==> src/rtl/led_blink_multi.sv <==
// led_blink_multi: independent LED channels, each OFF / ON / BLINK / BURST with its own half-period.
module led_blink_multi #(
    parameter int NUM_CH = 4,
    parameter int CNT_W = 13,
    parameter int DEFAULT_PERIOD = 5200,
    localparam int CH_W = (NUM_CH > 1) ? $clog2(NUM_CH) : 1
) (
    input  logic              clk,
    input  logic              reset_n,
    input  logic              cfg_valid,
    output logic              cfg_ready,
    input  logic [CH_W-1:0]   cfg_ch,
    input  logic [1:0]        cfg_mode,
    input  logic [CNT_W-1:0]  cfg_period,
    input  logic [3:0]        cfg_pulses,
    output logic [NUM_CH-1:0] led
);
    typedef enum logic [1:0] {PULSE_ON, PULSE_OFF, GAP} bst_e;
    localparam logic [1:0] M_ON = 2'd1, M_BLINK = 2'd2, M_BURST = 2'd3;
    logic ready_q;
    logic acc;
    assign acc = cfg_valid && ready_q;
    assign cfg_ready = ready_q;
    always_ff @(posedge clk or negedge reset_n)
        if (!reset_n) ready_q <= 1'b0;
        else ready_q <= !acc;
    for (genvar i = 0; i < NUM_CH; i++) begin : g_ch
        logic [1:0] mode_q, mode_d, gap_q, gap_d;
        logic [CNT_W-1:0] per_q, per_d, cnt_q, cnt_d;
        logic [3:0] n_q, n_d, rem_q, rem_d;
        bst_e st_q, st_d;
        logic led_q, led_d;
        logic wr, run, pend;
        assign wr = acc && (cfg_ch == CH_W'(i));
        // BURST with zero pulses is parked: no counting, no phase ends
        assign run = (mode_q == M_BLINK) || (mode_q == M_BURST && n_q != 4'd0);
        assign pend = run && (cnt_q == per_q);
        assign led[i] = led_q;
        always_comb begin
            mode_d = mode_q;
            per_d = per_q;
            n_d = n_q;
            cnt_d = cnt_q;
            rem_d = rem_q;
            gap_d = gap_q;
            st_d = st_q;
            led_d = led_q;
            if (wr) begin
                mode_d = cfg_mode;
                per_d = cfg_period;
                n_d = cfg_pulses;
                cnt_d = '0;
                rem_d = cfg_pulses - 4'd1;
                gap_d = 2'd0;
                st_d = (cfg_mode == M_BURST && cfg_pulses == 4'd0) ? GAP : PULSE_ON;
                led_d = cfg_mode == M_ON || cfg_mode == M_BLINK || (cfg_mode == M_BURST && cfg_pulses != 4'd0);
            end else if (!run) begin
                cnt_d = '0;
            end else if (!pend) begin
                cnt_d = cnt_q + CNT_W'(1);
            end else begin
                cnt_d = '0;
                if (mode_q == M_BLINK) begin
                    led_d = !led_q;
                end else if (st_q == PULSE_ON) begin
                    st_d = PULSE_OFF;
                    led_d = 1'b0;
                end else if (st_q == PULSE_OFF) begin
                    st_d = (rem_q != 4'd0) ? PULSE_ON : GAP;
                    led_d = rem_q != 4'd0;
                    rem_d = (rem_q != 4'd0) ? rem_q - 4'd1 : rem_q;
                    gap_d = 2'd0;
                end else begin
                    // gap spans four phases; the 2-bit count wraps back to 0 on exit
                    gap_d = gap_q + 2'd1;
                    st_d = (gap_q == 2'd3) ? PULSE_ON : GAP;
                    led_d = gap_q == 2'd3;
                    rem_d = (gap_q == 2'd3) ? n_q - 4'd1 : rem_q;
                end
            end
        end
        always_ff @(posedge clk or negedge reset_n)
            if (!reset_n) begin
                mode_q <= M_BLINK;
                per_q <= CNT_W'(DEFAULT_PERIOD);
                n_q <= 4'd1;
                cnt_q <= '0;
                rem_q <= 4'd0;
                gap_q <= 2'd0;
                st_q <= PULSE_ON;
                led_q <= 1'b1;
            end else begin
                mode_q <= mode_d;
                per_q <= per_d;
                n_q <= n_d;
                cnt_q <= cnt_d;
                rem_q <= rem_d;
                gap_q <= gap_d;
                st_q <= st_d;
                led_q <= led_d;
            end
    end
endmodule

==> config.mk <==
export PLATFORM = sky130hd
export DESIGN_NAME = led_blink_multi
export DESIGN_NICKNAME = d
export VERILOG_FILES = /design/src/rtl/led_blink_multi.sv
export SDC_FILE = /design/constraint.sdc
export NUM_CORES = 1
export LEC_CHECK = 0
export CORE_UTILIZATION = 61
export CTS_CLUSTER_SIZE = 40
export DETAILED_ROUTE_END_ITERATION = 12
export MAX_ROUTING_LAYER = met4
export PLACE_DENSITY = 0.8
export SYNTH_ARGS = -nofsm -noshare
export SYNTH_HDL_FRONTEND = slang
export SYNTH_SLANG_ARGS = --single-unit
==> constraint.sdc <==
create_clock -name clk -period 2.2 [get_ports clk]
set_clock_uncertainty 0.05 [all_clocks]
set_input_delay 0.44 -clock clk [delete_from_list [all_inputs] [get_ports clk]]
set_output_delay 0.44 -clock clk [all_outputs]
set_load 0.05 [all_outputs]
==> results by group <==
Pwr
  • Clock share of power: between 30% and 40%
  • P per Cell Area: about 920 nW/µm²
  • P_leak: 4.61 nW
  • Max IR drop VDD: ~0.48 mV
  • Sw Pwr: about 0.0026 W
  • Net Sw Frac: about 29%
  • Power, Total: ~0.0091 W
  • P_int: about 0.0064 W
  • Sequential share of power: between 40 and 50%
  • Comb power frac: roughly a fifth

Synthesis
  • Area contributors post-synth: dfrtp_1, nand2_1, dfstp_2
  • Yosys cell types: 46
  • Sequential fraction of the synthesis area: between 50% and 60%
  • Mapped Area: ~8000 µm²
  • Gate Count Post-Synth: ~890
  • Synth Warn #: 0
  • Asr flop ratio synth: 100%
  • Most used flip-flop cell after synthesis: dfrtp_1
  • Syn avg cell area: ~9 µm²
  • Synth area leader: dfrtp_1
  • #FFs+latches synth: 165
  • Synth top area share: 41.8%
  • Syn nets: ~920
  • Number of flops mapped to enable cells by yosys: 0
  • Most frequent cell after synthesis: nand2_1
  • Top cells by count, synth: nand2_1, dfrtp_1, nor2_1

Clock network
  • CTS tree: yes
  • Clk slew on worst S/H paths: 70 ps
  • Skew-Pair Late Insertion Delay: between 400 and 500 ps
  • Clock sink count: 165
  • Root buffer cell: clkbuf_16
  • H-tree levels: 4
  • CTS buffer count: 17
  • Clock Tree Buf Depth: 2

Job
  • Max Cap Viol: 0

Detailed routing
  • Routed Wire Length: about 20 mm
  • Drt pass-1 iters: 6
  • DR iter-0 viols: 440
  • DR WL/cell: between 15 and 20 µm
  • Drt via density: between 5 and 6
  • Detailed-route via count: 6515
  • DRT antenna net count: 0
  • DRC viols: 0

Critical path
  • CP Capture Type: flop
  • CP Data Arrival Time: between 2000 and 2500 ps
  • WP data required: 2460 ps
  • Crit Path Max Fanout: 13
  • Critical path class: reg2reg
  • Startpoint types: flop

STA
  • Final Hold Viols: 0
  • RSZ-0062 raised after global routing: true
  • Slew HR: 66.9%
  • Fmax: around 0.46 GHz
  • Final period utilization: between 90% and 100%
  • Pins Over Slew Limit: 0
  • Final-report setup violation count: 0
  • Tmin final: around 2200 ps
  • Tightest Pin Transition: just under 500 ps

Status
  • Outcome: finished clean

Placed design
  • Placed cells: 1115
  • Post-DP HPWL: approximately 13 mm
  • Placer Congestion: around 0.9
  • Number of port buffers: 28

Finish
  • P&R area growth vs syn: 20.2%
  • Register Area: 4170 µm²
  • Share of cells above drive strength 1: between 15 and 20%
  • Multi-input logic area: about 4000 µm²
  • # diodes: 0
  • Fillers: around 900
  • Final non-filler cell total: between 1000 and 1500
  • Nets: approximately 1000

Worst hold path
  • Hold Path Class: reg2reg

Floorplanning
  • Boundary pin count: 29
  • Row count: 42
  • Die Width: between 100 and 150 µm
  • Die Ht: about 120 µm
  • Initial core utilization: between 60 and 70%
  • Die Area: roughly 14000 µm²
  • Core footprint: ~13000 µm²

Global routing
  • First-pass GRT wire length: about 32 mm
  • Grt ovf: 0
  • Vias in the first global route: between 6000 and 7000
  • Pin count of the biggest net entering global routing: 49
  • Total Routing Usage GR: 30.5%
  • Antenna violations before repair: 0
## cell usage in the layout, fill, tap and decap left out, types with 6 or more instances in the layout
cell type and n:
o21ai_0 23, inv_1 9, ha_1 14, clkbuf_16 17, dfstp_2 28, clkdlybuf4s50_1 22
nor2b_1 7, nand4_1 7, nand3_1 47, mux2i_1 22, xor2_1 52, nor3_2 6
buf_4 60, xnor2_1 54, nand2_1 244, mux2_2 16, nor2_1 82, a21oi_1 18
nor4_1 10, dfrtp_1 136, and3_1 17
## critical path: stages, from the launching register on
cell,delay [ps]
dfstp_2,550
xor2_1,70
nor4_1,310
nand4_1,250
buf_4,230
nor2_1,230
or3_4,270
nor2_1,70
## timing repair
item | 4_1_cts | 5_1_grt
pin swaps | 0 | 12
hold buffers | 1 | 0
cloned | 0 | 0
resized for setup | 5 | 23
setup endpoints to repair | 12 | 62
setup buffers | 0 | 4
hold endpoints to repair | 32 | 0
## routing by layer
metal  track usage, %  share of wire (%)
met1             39.7                 44
met2             47.6                 48
met3             4.80                5.3
met4             13.5                2.7
met5                -                  0
## stage by stage
step | setup WS, ps | hold WS, ps | util [%] | area (µm²) | setup TNS (ps)
after detailed placement | -134 | 361 | 68.7 | 9060 | -3120
final | 33.1 | 414 | 74.8 | 9870 | 0
after global routing | -82.1 | 430 | 74.8 | 9870 | -900
after global placement | -50.8 | 356 | 68.7 | 9060 | -969
after CTS | -0.516 | 416 | 73.7 | 9730 | -0.516
after floorplan | 157 | 94.4 | - | 8210 | 0
## registers in the layout, summed over array words and instances (netlist names)
name / flops
g_ch.gap_q: 8
g_ch.mode_q: 8
cfg_ready: 1
g_ch.rem_q: 16
g_ch.st_q: 8
g_ch.per_q: 52
g_ch.n_q: 16
g_ch.led_q: 4
g_ch.cnt_q: 52
## kinds of logic (layout without fill, tap and decap cells)
| group | after synthesis | after routing | share of synthesized area [%] |
|---|---|---|---|
| compound gates | 69 | 69 | 4.96 |
| simple gates | 451 | 451 | 23.8 |
| xor+xnor | 106 | 106 | 11.3 |
| mux | 38 | 38 | 4.88 |
| fa+ha+maj | 14 | 14 | 2.13 |
| buf+inv | 43 | 133 | 2.18 |
| flops | 165 | 165 | 50.7 |
## cell type report
type / count / share of cell area (%)
clock buffer: 20 / 4.73
clock inverter: 12 / 1.79
sequential: 165 / 42.2
timing repair buffer: 92 / 8.24
inverter: 9 / 0.342
tap: 176 / 2.23
multi-input combinational: 678 / 40.4
## power by group through the flow
stage               Clock, W  Sequential (W)  Combinational (W)
global route         0.00338         0.00409            0.00204
global placement           0         0.00404            0.00168
detailed placement         0         0.00406            0.00175
CTS                  0.00325         0.00401            0.00177
finish               0.00322         0.00402            0.00184
floorplan                  0         0.00395            0.00122
## path summary, 6_finish.rpt
check / depth (start not counted) / to / slack, ps / start
min in group asynchronous: 2 / g_ch[3].rem_q[2]$_DFFE_PN0P_ / 460 / reset_n
max in group asynchronous: 3 / g_ch[2].led_q$_DFFE_PN1P_ / 890 / reset_n
setup reg to reg: 7 / g_ch[1].cnt_q[2]$_DFF_PN0_ / 30 / g_ch[1].per_q[4]$_DFFE_PN1N_
setup / recovery: 7 / g_ch[1].cnt_q[2]$_DFF_PN0_ / 30 / g_ch[1].per_q[4]$_DFFE_PN1N_
hold / removal: 2 / g_ch[0].per_q[6]$_DFFE_PN1N_ / 410 / g_ch[0].per_q[6]$_DFFE_PN1N_
hold reg to reg: 2 / g_ch[0].per_q[6]$_DFFE_PN1N_ / 410 / g_ch[0].per_q[6]$_DFFE_PN1N_
Note: power is estimated with default switching activity, not from simulation.
